## config.mk

```make
export PLATFORM = sky130hd
export DESIGN_NAME = stream_mux_rr_flat
export DESIGN_NICKNAME = d
export VERILOG_FILES = /design/src/rtl/stream_mux_pkg.sv /design/src/rtl/stream_mux_rr_if.sv /design/src/rtl/stream_mux_rr_rr_pick.sv /design/src/rtl/stream_mux_rr.sv /design/src/flat_wrapper.sv
export SDC_FILE = /design/constraint.sdc
export NUM_CORES = 1
export LEC_CHECK = 0
export CAP_MARGIN = 20
export CORE_UTILIZATION = 29
export DETAILED_ROUTE_END_ITERATION = 10
export PLACE_DENSITY = 0.71
export SYNTH_ARGS = -nofsm -noshare
export SYNTH_HDL_FRONTEND = slang
export SYNTH_SLANG_ARGS = --single-unit
```

## constraint.sdc

```tcl
create_clock -name clk -period 5.8 [get_ports clk]
set_clock_uncertainty 0.05 [all_clocks]
set_input_delay 1.16 -clock clk [delete_from_list [all_inputs] [get_ports clk]]
set_output_delay 1.16 -clock clk [all_outputs]
set_load 0.05 [all_outputs]
```

## src/rtl/stream_mux_pkg.sv

```systemverilog
// Shared definitions for the round-robin stream multiplexer slice.
package stream_mux_pkg;

  localparam logic MODE_MANUAL = 1'b0;
  localparam logic MODE_RR     = 1'b1;

  typedef enum logic {
    ST_EMPTY = 1'b0,
    ST_FULL  = 1'b1
  } out_state_t;

  // Round-robin successor of a granted channel: the channel after g, wrapping at n.
  function automatic int unsigned next_ptr(input int unsigned g, input int unsigned n);
    return (g == (n - 32'd1)) ? 32'd0 : (g + 32'd1);
  endfunction

endpackage

```

## src/rtl/stream_mux_rr_if.sv

```systemverilog
// Handshake bundle between N_CH producers, the multiplexer and one consumer.
interface stream_mux_rr_if #(
  parameter int N_CH  = 4,
  parameter int WIDTH = 8
);
  localparam int SEL_W = $clog2(N_CH);

  logic                  mode;
  logic [SEL_W-1:0]      sel;
  logic [N_CH*WIDTH-1:0] in_data;
  logic [N_CH-1:0]       in_valid;
  logic [N_CH-1:0]       in_ready;
  logic [WIDTH-1:0]      out_data;
  logic [SEL_W-1:0]      out_ch;
  logic                  out_valid;
  logic                  out_ready;

  // Producer/consumer environment side.
  modport master (
    output mode, sel, in_data, in_valid, out_ready,
    input  in_ready, out_data, out_ch, out_valid
  );

  // Multiplexer side.
  modport slave (
    input  mode, sel, in_data, in_valid, out_ready,
    output in_ready, out_data, out_ch, out_valid
  );
endinterface

```

## src/rtl/stream_mux_rr_rr_pick.sv

```systemverilog
// Round-robin picker: rotate requests so ptr sits at bit 0, take the lowest
// set bit, then rotate the index back into channel numbering.
module rr_pick #(
  parameter int N_CH  = 4,
  parameter int SEL_W = $clog2(N_CH)
) (
  input  logic [N_CH-1:0]  req,
  input  logic [SEL_W-1:0] ptr,
  output logic             gnt_valid,
  output logic [SEL_W-1:0] gnt_idx
);

  logic [2*N_CH-1:0] dbl_s;
  logic [N_CH-1:0]   rot_s;
  int                off_s;
  int                sum_s;
  logic              found_s;

  // Rotate, lowest-index priority encode, and un-rotate.
  always_comb begin
    dbl_s   = {req, req} >> ptr;
    rot_s   = dbl_s[N_CH-1:0];
    off_s   = 0;
    found_s = 1'b0;
    for (int i = N_CH - 1; i >= 0; i--) begin
      off_s   = rot_s[i] ? i : off_s;
      found_s = found_s | rot_s[i];
    end
    sum_s = int'(ptr) + off_s;
    sum_s = (sum_s >= N_CH) ? (sum_s - N_CH) : sum_s;
    gnt_valid = found_s;
    gnt_idx   = SEL_W'(sum_s);
  end

endmodule

```

## src/rtl/stream_mux_rr.sv

```systemverilog
// N:1 stream multiplexer with manual or round-robin selection feeding a
// single registered output stage with backpressure.
module stream_mux_rr
  import stream_mux_pkg::*;
#(
  parameter int N_CH  = 4,
  parameter int WIDTH = 8
) (
  input logic           clk,
  input logic           rst,
  stream_mux_rr_if.slave bus
);

  localparam int SEL_W = $clog2(N_CH);

  out_state_t        state_r;
  out_state_t        state_nxt_s;
  logic [WIDTH-1:0]  out_data_r;
  logic [SEL_W-1:0]  out_ch_r;
  logic [SEL_W-1:0]  rr_ptr_r;

  logic              can_load_s;
  logic              pick_valid_s;
  logic [SEL_W-1:0]  pick_idx_s;
  logic              manual_hit_s;
  logic              grant_valid_s;
  logic [SEL_W-1:0]  g_s;
  logic [N_CH-1:0]   in_ready_s;
  logic [WIDTH-1:0]  sel_data_s;

  rr_pick #(
    .N_CH  (N_CH),
    .SEL_W (SEL_W)
  ) u_pick (
    .req       (bus.in_valid),
    .ptr       (rr_ptr_r),
    .gnt_valid (pick_valid_s),
    .gnt_idx   (pick_idx_s)
  );

  // Arbitration: pick the granted channel and raise exactly its ready.
  // A select value with no matching channel simply produces no hit.
  always_comb begin
    can_load_s   = (state_r == ST_EMPTY) | bus.out_ready;
    manual_hit_s = 1'b0;
    for (int i = 0; i < N_CH; i++) begin
      manual_hit_s = manual_hit_s | ((bus.sel == SEL_W'(i)) & bus.in_valid[i]);
    end
    if (bus.mode == MODE_RR) begin
      grant_valid_s = can_load_s & pick_valid_s;
      g_s           = pick_idx_s;
    end else begin
      grant_valid_s = can_load_s & manual_hit_s;
      g_s           = bus.sel;
    end
    in_ready_s = '0;
    sel_data_s = '0;
    for (int i = 0; i < N_CH; i++) begin
      in_ready_s[i] = grant_valid_s & (g_s == SEL_W'(i));
      sel_data_s    = (g_s == SEL_W'(i)) ? bus.in_data[i*WIDTH +: WIDTH] : sel_data_s;
    end
  end

  // Output stage next state: an accept always fills, a drain without accept empties.
  always_comb begin
    state_nxt_s = state_r;
    case (state_r)
      ST_EMPTY: begin
        if (grant_valid_s) begin
          state_nxt_s = ST_FULL;
        end else begin
          state_nxt_s = ST_EMPTY;
        end
      end
      ST_FULL: begin
        if (grant_valid_s) begin
          state_nxt_s = ST_FULL;
        end else if (bus.out_ready) begin
          state_nxt_s = ST_EMPTY;
        end else begin
          state_nxt_s = ST_FULL;
        end
      end
      default: state_nxt_s = ST_EMPTY;
    endcase
  end

  // Output stage state register; reset discards any held word at once.
  always_ff @(posedge clk or posedge rst) begin
    if (rst) begin
      state_r <= ST_EMPTY;
    end else begin
      state_r <= state_nxt_s;
    end
  end

  // Datapath and round-robin pointer: load on accept, otherwise hold.
  always_ff @(posedge clk or posedge rst) begin
    if (rst) begin
      out_data_r <= '0;
      out_ch_r   <= '0;
      rr_ptr_r   <= '0;
    end else if (grant_valid_s) begin
      out_data_r <= sel_data_s;
      out_ch_r   <= g_s;
      rr_ptr_r   <= SEL_W'(next_ptr(32'(g_s), 32'(N_CH)));
    end else begin
      out_data_r <= out_data_r;
      out_ch_r   <= out_ch_r;
      rr_ptr_r   <= rr_ptr_r;
    end
  end

  assign bus.in_ready  = in_ready_s;
  assign bus.out_data  = out_data_r;
  assign bus.out_ch    = out_ch_r;
  assign bus.out_valid = (state_r == ST_FULL);

endmodule
```

## src/flat_wrapper.sv

```systemverilog
// flat-port wrapper written by rule: the top's interface ports become plain ports
module stream_mux_rr_flat import stream_mux_pkg::*;
#(
  parameter int N_CH  = 4,
  parameter int WIDTH = 8
)
  (clk, rst, bus_mode, bus_sel, bus_in_data, bus_in_valid, bus_out_ready, bus_in_ready, bus_out_data, bus_out_ch, bus_out_valid);
  stream_mux_rr_if #(.N_CH(N_CH), .WIDTH(WIDTH)) bus_i ();
  input logic clk;
  input logic rst;
  input wire logic [$bits(bus_i.mode)-1:0] bus_mode;
  input wire logic [$bits(bus_i.sel)-1:0] bus_sel;
  input wire logic [$bits(bus_i.in_data)-1:0] bus_in_data;
  input wire logic [$bits(bus_i.in_valid)-1:0] bus_in_valid;
  input wire logic [$bits(bus_i.out_ready)-1:0] bus_out_ready;
  output wire logic [$bits(bus_i.in_ready)-1:0] bus_in_ready;
  output wire logic [$bits(bus_i.out_data)-1:0] bus_out_data;
  output wire logic [$bits(bus_i.out_ch)-1:0] bus_out_ch;
  output wire logic [$bits(bus_i.out_valid)-1:0] bus_out_valid;
  assign bus_i.mode = bus_mode;
  assign bus_i.sel = bus_sel;
  assign bus_i.in_data = bus_in_data;
  assign bus_i.in_valid = bus_in_valid;
  assign bus_i.out_ready = bus_out_ready;
  assign bus_in_ready = bus_i.in_ready;
  assign bus_out_data = bus_i.out_data;
  assign bus_out_ch = bus_i.out_ch;
  assign bus_out_valid = bus_i.out_valid;
  stream_mux_rr #(.N_CH(N_CH), .WIDTH(WIDTH)) u_core (.clk(clk), .rst(rst), .bus(bus_i));
endmodule
```

==> flow_summary.json, run 1 <==
{
  "status": "complete, no violations",
  "grt_antenna_before_repair": 0,
  "ant_nets": 0,
  "yosys_warnings": 0,
  "fill_cells": 332,
  "postCtsSetupBuffers": 0,
  "ys_seq_area_frac": 0.3027,
  "fin_tns_setup_ns": 0,
  "first_iter_violations": 86,
  "grt_usage": 0.1520,
  "pre_cts_slack_ns": 0.3408,
  "p_total_uw": 837.1,
  "multi_input_area_um2": 695.7,
  "holdWs_ns": 0.4591,
  "placed_area_um2": 1690,
  "wl_met1_um": 1233,
  "rr_worst_depth": 14,
  "most-common-layout-cells": "53 x clkdlybuf4s50_1, 13 x dfrtp_1, 12 x nand2_1, 9 x nor2b_1",
  "dr.pass1.iters": 4,
  "synth_ff_type": "dfrtp_1",
  "syn_to_final_growth_pct": 61.58,
  "synth_edf_count": 0,
  "worst_setup_path_start_kind": "input port",
  "die_area_um2": 3954,
  "num_rows": 21,
  "syn_nets": 162,
  "diodes": 0,
  "max-vdd-ir-drop_uv": 250.6,
  "p_leak_nw": 0.7115,
  "grt_pass1_wl_um": 4712,
  "dr.max_layer_used": "met4",
  "insertion_delay_ns": 0.24,
  "fmax_mhz": 182.1,
  "crit_fanout": 8,
  "slew_viol_final": 0,
  "io_pins": 57,
  "cts_resized": 0,
  "r2r_setup_slack_ns": 2.31,
  "dieHeight_um": 62.88,
  "numClockSinks": 13,
  "place_congestion": 0.8425,
  "min_to": "u_core.bus.out_data[4]$_DFFE_PP0N_",
  "reg2reg_to": "u_core.bus.out_data[3]$_DFFE_PP0N_",
  "cts-htree-levels": 1,
  "post-route-period-util": 0.9468,
  "dr_wl_met3_um": 169,
  "synth_area_um2": 1075,
  "rsz0062_at_grt": "false",
  "cts_buffer_depth": 2,
  "synth_cell_types": 34,
  "async_reset_ff_frac": 1.000,
  "drc_errors": 0,
  "clk_pin_slew_ns": 0.06,
  "slowest_stage": "clkdlybuf4s50_1",
  "nets": 218,
  "hold_viol_final": 0,
  "avgSynthCellArea_um2": 9.346,
  "cp.arrival_ns": 4.28,
  "setup_viol": 0,
  "holdCritPathClass": "flop to flop",
  "overflow": 0,
  "min-delay-start": "u_core.bus.out_data[4]$_DFFE_PP0N_",
  "hold_depth": 1,
  "maxSlewHeadroom": 0.3661,
  "cp_cell_sequence": "clkdlybuf4s50_1 > and3b_1 > a21oi_1 > nor2_1 > a21oi_1 > o221ai_1 > ha_1 > xor2_1 > a21o_1 > a31o_2 > ha_1 > and2_1 > clkdlybuf4s50_1",
  "dp_hpwl_um": 2362,
  "avgViaCountPerCell": 4.907,
  "slowest_delay_ns": 0.69,
  "final_area_um2": 1737,
  "core_area_um2": 3442,
  "cts_tree": "built",
  "setup.worst_path.class": "input port to primary output",
  "cts_inserted_buffers": 3,
  "max_slew.worst_pin.slew_ns": 0.9508,
  "synth-seq-cells": 13,
  "fin_ws_ns": 0.3088,
  "routed-via-count": 1060,
  "wl_per_cell_um": 13.72,
  "grt_max_degree": 18,
  "synth_cells": 115,
  "r2r-start": "u_core.rr_ptr_r[0]$_DFFE_PP0N_",
  "cap_violations": 0,
  "wl_met2_um": 1541,
  "cts_root_buffer": "clkbuf_8",
  "fp.dieW_um": 62.88,
  "powerDensity_nw_per_um2": 482.0,
  "initial_utilization": 0.3123,
  "cp-end-kind": "primary output",
  "layout.area.seq_um2": 325.3,
  "final_common_cell": "clkdlybuf4s50_1",
  "grt_pass1_vias": 1038,
  "hold_buffers": 0,
  "io_buffers": 56,
  "drt_wl_total_um": 2964,
  "worstPathRequired_ns": 4.59,
  "final_layout_size_suffix_gt1_frac": 0.1588,
  "fin_crit_ns": 5.491
}
[worst max-delay path by stage]
stage | startpoint | end | slack [ns]
final | bus_in_valid[1] | bus_in_ready[0] | 0.31
after global routing | bus_in_valid[1] | bus_in_ready[0] | 0.12
after CTS | bus_in_valid[1] | bus_in_ready[0] | 0.32
after detailed placement | bus_in_valid[1] | bus_in_ready[0] | 0.34
after global placement | bus_in_valid[1] | bus_in_ready[0] | 0.46
after floorplan | bus_in_valid[2] | bus_in_ready[3] | 1.0
[final cells by class]
| type | instances | share of cell area |
|---|---|---|
| multi-input cells | 90 | 0.4006 |
| repair buffers | 58 | 0.3415 |
| flip-flops and latches | 13 | 0.1873 |
| well taps | 46 | 0.03314 |
| clock buffers | 3 | 0.02378 |
| inverters | 5 | 0.01081 |
| clock inverters | 1 | 0.002882 |
[kinds of logic (layout without fill, tap and decap cells)]
logic type	count (synthesis)	count (layout)	share of synthesized area
XOR/XNOR	1	1	0.008150
flip-flops	13	13	0.3027
AND/OR/NAND/NOR	40	40	0.1967
AO/OA/AOI/OAI	29	29	0.1968
multiplexers	15	15	0.1874
buffers and inverters	12	67	0.05005
adder cells (fa/ha/maj)	5	5	0.05821
[state kept, by name, summed over array words and instances, names as in the netlist]
| register | flops |
|---|---|
| u_core.rr_ptr_r | 2 |
| u_core.bus.out_valid | 1 |
| u_core.bus.out_data | 8 |
| u_core.bus.out_ch | 2 |
[critical path: cells and delay by family]
family,cells,cell delay [ns]
AO/OA/AOI/OAI,5,0.81
XOR/XNOR,1,0.16
adder cells (fa/ha/maj),2,0.44
buffers and inverters,2,1.29
AND/OR/NAND/NOR,3,0.41
[metrics by stage]
step	std cells	util
after floorplan	115	-
after global placement	212	0.4911
after detailed placement	212	0.4911
after CTS	216	0.5045
after global routing	216	0.5045
final	216	0.5045
[cell usage after synthesis (all sizes together), types with 2 or more instances]
library cell	count	area [µm²]
nand2	12	45.04
a21oi	5	28.78
buf	3	20.01
o21ai	5	28.78
ha	5	62.56
nand3	2	10.01
clkbuf	4	15.01
dfrtp	13	325.3
nor2b	9	56.30
and2	4	25.02
o31ai	7	52.55
nor2	5	18.77
nor3b	3	22.52
a221oi	7	61.31
mux2	13	168.9
inv	5	18.77
[metal layers]
metal,vias up,global-route usage
met5,-,0
met4,0,0.04360
met3,2,0.03102
met2,40,0.2715
met1,491,0.1804
li1,527,-
[where the power goes]
| part | internal (mW) | leakage, nW | switching, mW |
|---|---|---|---|
| clock | 0.0475 | 0.0255 | 0.0349 |
| sequential | 0.133 | 0.156 | 0.0403 |
| combinational | 0.261 | 0.530 | 0.321 |
(Power assumes the default switching activity.)
==> run 2, diff against run 1 <==
- CORE_MARGIN: default -> 2
==> run 2 against run 1 <==
Final cell count up 0.93%. First-iteration DRC count down 45%. Non-clock buffer count unchanged. Hold slack better by 0.0058 ns. Sequential power about the same. Largest cell class unchanged. Largest power group unchanged.
==> flow_summary.json, run 2 (synthesis results as in run 1) <==
{
  "dp.cells": 214,
  "worst-path-buf-inv": 2,
  "min-delay-start": "u_core.bus.out_data[6]$_DFFE_PP0N_",
  "p_total_uw": 832.6,
  "dr.pass1.iters": 4,
  "clk_pin_slew_ns": 0.05,
  "rr_worst_depth": 13,
  "io_buffers": 56,
  "grt_pass1_wl_um": 4850,
  "cp_cell_sequence": "clkdlybuf4s50_1 > and3b_1 > a21oi_1 > nor2_1 > a21oi_1 > o221ai_1 > ha_1 > xor2_1 > a21o_1 > a31o_2 > ha_1 > and2_1 > clkdlybuf4s50_1",
  "fp.dieW_um": 64.88,
  "layout.area.seq_um2": 325.3,
  "min_to": "u_core.bus.out_data[6]$_DFFE_PP0N_",
  "maxSlewHeadroom": 0.3828,
  "final_layout_size_suffix_gt1_frac": 0.1529,
  "r2r_setup_slack_ns": 2.29,
  "reg2reg_to": "u_core.bus.out_data[2]$_DFFE_PP0N_",
  "slew_viol_final": 0,
  "finalNonFillerCells": 218,
  "p_leak_nw": 0.7087,
  "num_rows": 22,
  "r2r-start": "u_core.rr_ptr_r[0]$_DFFE_PP0N_",
  "fin_crit_ns": 5.521,
  "cts_resized": 0,
  "setup.worst_path.class": "input port to primary output",
  "postCtsSetupBuffers": 0,
  "worst_setup_path_start_kind": "input port",
  "syn_to_final_growth_pct": 61.70,
  "cp-end-kind": "primary output",
  "cp.arrival_ns": 4.31,
  "cts_buffer_depth": 2,
  "hold_buffers": 0,
  "diodes": 0,
  "grt_antenna_before_repair": 0,
  "insertion_delay_ns": 0.24,
  "multi_input_area_um2": 695.7,
  "fmax_mhz": 181.1,
  "nets": 218,
  "wl_per_cell_um": 13.84,
  "powerDensity_nw_per_um2": 479.1,
  "die_area_um2": 4209,
  "cts_inserted_buffers": 3,
  "holdCritPathClass": "flop to flop",
  "drt_wl_total_um": 3018,
  "initial_utilization": 0.2981,
  "first_iter_violations": 47,
  "dp_hpwl_um": 2476,
  "dieHeight_um": 64.88,
  "max_slew.worst_pin.slew_ns": 0.9258,
  "fin_tns_setup_ns": 0,
  "ant_nets": 0,
  "drc_errors": 0,
  "grt_usage": 0.1501,
  "cts-htree-levels": 1,
  "utilization": 0.4820,
  "cp_top_family": "buffers and inverters",
  "cts_tree": "built",
  "place_congestion": 0.7354,
  "slowest_delay_ns": 0.71,
  "io_pins": 57,
  "fill_cells": 370,
  "max-vdd-ir-drop_uv": 155.8,
  "final_common_cell": "clkdlybuf4s50_1",
  "numClockSinks": 13,
  "most-common-layout-cells": "53 x clkdlybuf4s50_1, 13 x dfrtp_1, 12 x nand2_1, 9 x nor2b_1",
  "holdWs_ns": 0.4649,
  "setup_viol": 0,
  "avgViaCountPerCell": 4.959,
  "overflow": 0,
  "cap_violations": 0,
  "crit_fanout": 8,
  "cts_root_buffer": "clkbuf_8",
  "worstPathRequired_ns": 4.59,
  "hold_depth": 1,
  "hold_viol_final": 0,
  "grt_max_degree": 18,
  "rsz0062_at_grt": "false",
  "post-route-period-util": 0.9519,
  "routed-via-count": 1081,
  "slowest_stage": "clkdlybuf4s50_1",
  "status": "complete, no violations",
  "core_area_um2": 3606,
  "grt_pass1_vias": 1094,
  "largest_reg_flops": 8
}
==> run 2: cell count changes in the layout (fill, tap and decap cells not counted) <==
| cell | change |
|---|---|
| clkbuf_1 | +1 |
| clkinv_2 | -1 |
==> run 2: worst max path at each step <==
stage                               start               to  cells after the start
after floorplan           bus_in_valid[2]  bus_in_ready[3]                     14
after global placement    bus_in_valid[1]  bus_in_ready[0]                     13
after detailed placement  bus_in_valid[1]  bus_in_ready[0]                     13
after CTS                 bus_in_valid[1]  bus_in_ready[0]                     13
after global routing      bus_in_valid[1]  bus_in_ready[0]                     13
final                     bus_in_valid[1]  bus_in_ready[0]                     13
==> run 2: final cells by class <==
cell class | instances | share of cell area
Clock buffer | 4 | 0.02592
Inverter | 5 | 0.01080
Multi-Input combinational cell | 90 | 0.4003
Sequential cell | 13 | 0.1872
Tap cell | 48 | 0.03456
Timing Repair Buffer | 58 | 0.3413
==> run 2: power breakdown <==
| part | switching (mW) | internal [mW] | total [mW] |
|---|---|---|---|
| Clock | 0.0310 | 0.0484 | 0.0795 |
| Combinational | 0.321 | 0.260 | 0.581 |
| Sequential | 0.0391 | 0.133 | 0.172 |
| Total | 0.391 | 0.442 | 0.833 |
==> run 2: worst reg2reg max path, cell delays in order, from the launching register on <==
cell	delay, ns
dfrtp_1	0.49
and3b_1	0.22
a21oi_1	0.17
nor2_1	0.06
a21oi_1	0.13
o221ai_1	0.12
ha_1	0.28
mux2i_1	0.30
inv_1	0.14
ha_1	0.35
nor2b_1	0.47
a221oi_1	0.17
o31ai_1	0.27
mux2_2	0.20
==> run 2: layer usage <==
layer  vias up  routed length, µm  share of wire  global-route usage
met5         -                  0              0                   0
met4         0                 49          0.016             0.06383
met3         5                127          0.042             0.02083
met2        33               1633           0.54              0.2938
met1       516               1208           0.40              0.1568
li1        527                  -              -                   -
==> run 2: per-stage QoR <==
step                      worst slack, ns  cell area (µm²)
after floorplan                    0.9965             1075
after global placement             0.4578             1693
after detailed placement           0.3168             1693
after CTS                          0.3009             1738
after global routing              0.08643             1738
final                              0.2790             1738
==> run 3, diff against run 2 <==
- CTS_BUF_LIST: default -> sky130_fd_sc_hd__clkbuf_4 sky130_fd_sc_hd__clkbuf_8 sky130_fd_sc_hd__clkbuf_16
- CTS_CLUSTER_SIZE: default -> 20
==> run 3 against run 2 <==
Critical path depth stayed put. Die area stayed put. First-iteration DRC count is 11% lower. Register-to-register slack hardly changed. Count of clock-buffer cells in the layout stayed put. Sequential share of layout area hardly changed. Largest cell class unchanged. Largest power group unchanged.
==> flow_summary.json, run 3 (synthesis results as in run 1) <==
{
  "crit_path_start": "bus_in_valid[1]",
  "most-common-layout-cells": "53 x clkdlybuf4s50_1, 13 x dfrtp_1, 12 x nand2_1, 9 x nor2b_1",
  "cts_buffer_depth": 2,
  "fin_tns_setup_ns": 0,
  "routed-via-count": 1080,
  "busiest_layer": "met2",
  "maxSlewHeadroom": 0.3955,
  "setup.worst_path.class": "input port to primary output",
  "insertion_delay_ns": 0.24,
  "r2r_setup_slack_ns": 2.30,
  "avgViaCountPerCell": 4.954,
  "placed_area_um2": 1693,
  "status": "complete, no violations",
  "final_common_cell": "clkdlybuf4s50_1",
  "holdWs_ns": 0.4648,
  "cts-htree-levels": 1,
  "dp_hpwl_um": 2476,
  "cp-end-kind": "primary output",
  "grt_pass1_vias": 1099,
  "timing.critical_path.to": "bus_in_ready[0]",
  "die_area_um2": 4209,
  "io_buffers": 56,
  "cap_violations": 0,
  "fin_crit_ns": 5.516,
  "drt_wl_total_um": 3037,
  "post-route-period-util": 0.9510,
  "clk_pin_slew_ns": 0.05,
  "worst_setup_path_start_kind": "input port",
  "max-vdd-ir-drop_uv": 156.4,
  "p_total_uw": 838.3,
  "first_iter_violations": 42,
  "hold_buffers": 0,
  "final_layout_size_suffix_gt1_frac": 0.1588,
  "syn_to_final_growth_pct": 62.05,
  "overflow": 0,
  "initial_utilization": 0.2981,
  "finalNonFillerCells": 218,
  "utilization": 0.4830,
  "grt_pass1_wl_um": 4885,
  "grt_max_degree": 18,
  "grt_antenna_before_repair": 0,
  "final_area_um2": 1742,
  "cts_resized": 0,
  "dieHeight_um": 64.88,
  "grtUsageMet3": 0.02083,
  "layout.area.seq_um2": 325.3,
  "worstPathRequired_ns": 4.59,
  "drc_errors": 0,
  "ant_nets": 0,
  "nets": 218,
  "cts_root_buffer": "clkbuf_8",
  "fin_ws_ns": 0.2843,
  "rsz0062_at_grt": "false",
  "rr_worst_depth": 14,
  "cts_tree": "built",
  "multi_input_area_um2": 695.7,
  "diodes": 0,
  "wl_per_cell_um": 13.93,
  "place_congestion": 0.7354,
  "fp.dieW_um": 64.88,
  "grt_util_met2": 0.2990,
  "powerDensity_nw_per_um2": 481.3,
  "postCtsSetupBuffers": 0,
  "crit_fanout": 8,
  "hold_viol_final": 0,
  "cts_inserted_buffers": 3,
  "max_slew.worst_pin.slew_ns": 0.9067,
  "setup_viol": 0,
  "reg2reg_to": "u_core.bus.out_data[2]$_DFFE_PP0N_",
  "cp.arrival_ns": 4.31,
  "holdCritPathClass": "flop to flop",
  "dp.cells": 214,
  "core_area_um2": 3606,
  "r2r-start": "u_core.rr_ptr_r[0]$_DFFE_PP0N_",
  "p_leak_nw": 0.7122,
  "fill_cells": 368,
  "largest_reg_flops": 8,
  "slew_viol_final": 0,
  "io_pins": 57,
  "numClockSinks": 13,
  "fmax_mhz": 181.3,
  "pre_cts_slack_ns": 0.3168,
  "use_met1": 0.1568,
  "dr.pass1.iters": 4,
  "num_rows": 22,
  "grt_usage": 0.1516
}
[run 3: power breakdown]
part | internal, mW | total [mW] | switching [mW]
combinational | 0.260 | 0.582 | 0.322
sequential | 0.133 | 0.172 | 0.0390
clock | 0.0531 | 0.0839 | 0.0308
total | 0.447 | 0.838 | 0.392
[run 3: cell type report]
type | count | area share
Timing Repair Buffer | 58 | 0.3405
Clock buffer | 4 | 0.02802
Multi-Input combinational cell | 90 | 0.3994
Inverter | 5 | 0.01078
Tap cell | 48 | 0.03448
Sequential cell | 13 | 0.1868
[run 3: worst min-delay path by stage]
stage                                              end  slack, ns  cells past startpoint                               start
floorplan               u_core.rr_ptr_r[0]$_DFFE_PP0N_       0.64                      2      u_core.rr_ptr_r[0]$_DFFE_PP0N_
global placement    u_core.bus.out_data[5]$_DFFE_PP0N_       0.45                      1  u_core.bus.out_data[5]$_DFFE_PP0N_
detailed placement  u_core.bus.out_data[5]$_DFFE_PP0N_       0.45                      1  u_core.bus.out_data[5]$_DFFE_PP0N_
CTS                 u_core.bus.out_data[5]$_DFFE_PP0N_       0.47                      1  u_core.bus.out_data[5]$_DFFE_PP0N_
global route        u_core.bus.out_data[7]$_DFFE_PP0N_       0.48                      1  u_core.bus.out_data[7]$_DFFE_PP0N_
finish              u_core.bus.out_data[6]$_DFFE_PP0N_       0.46                      1  u_core.bus.out_data[6]$_DFFE_PP0N_
[run 3: critical path: stages]
cell	delay (ns)
clkdlybuf4s50_1	0.61
and3b_1	0.21
a21oi_1	0.17
nor2_1	0.06
a21oi_1	0.13
o221ai_1	0.12
ha_1	0.21
xor2_1	0.15
a21o_1	0.16
a31o_2	0.24
ha_1	0.21
and2_1	0.15
clkdlybuf4s50_1	0.71
[run 3: metal layers]
layer,routed length [µm],share of wire
met1,1194,0.39
met2,1666,0.55
met5,0,0
met4,49,0.016
met3,127,0.042
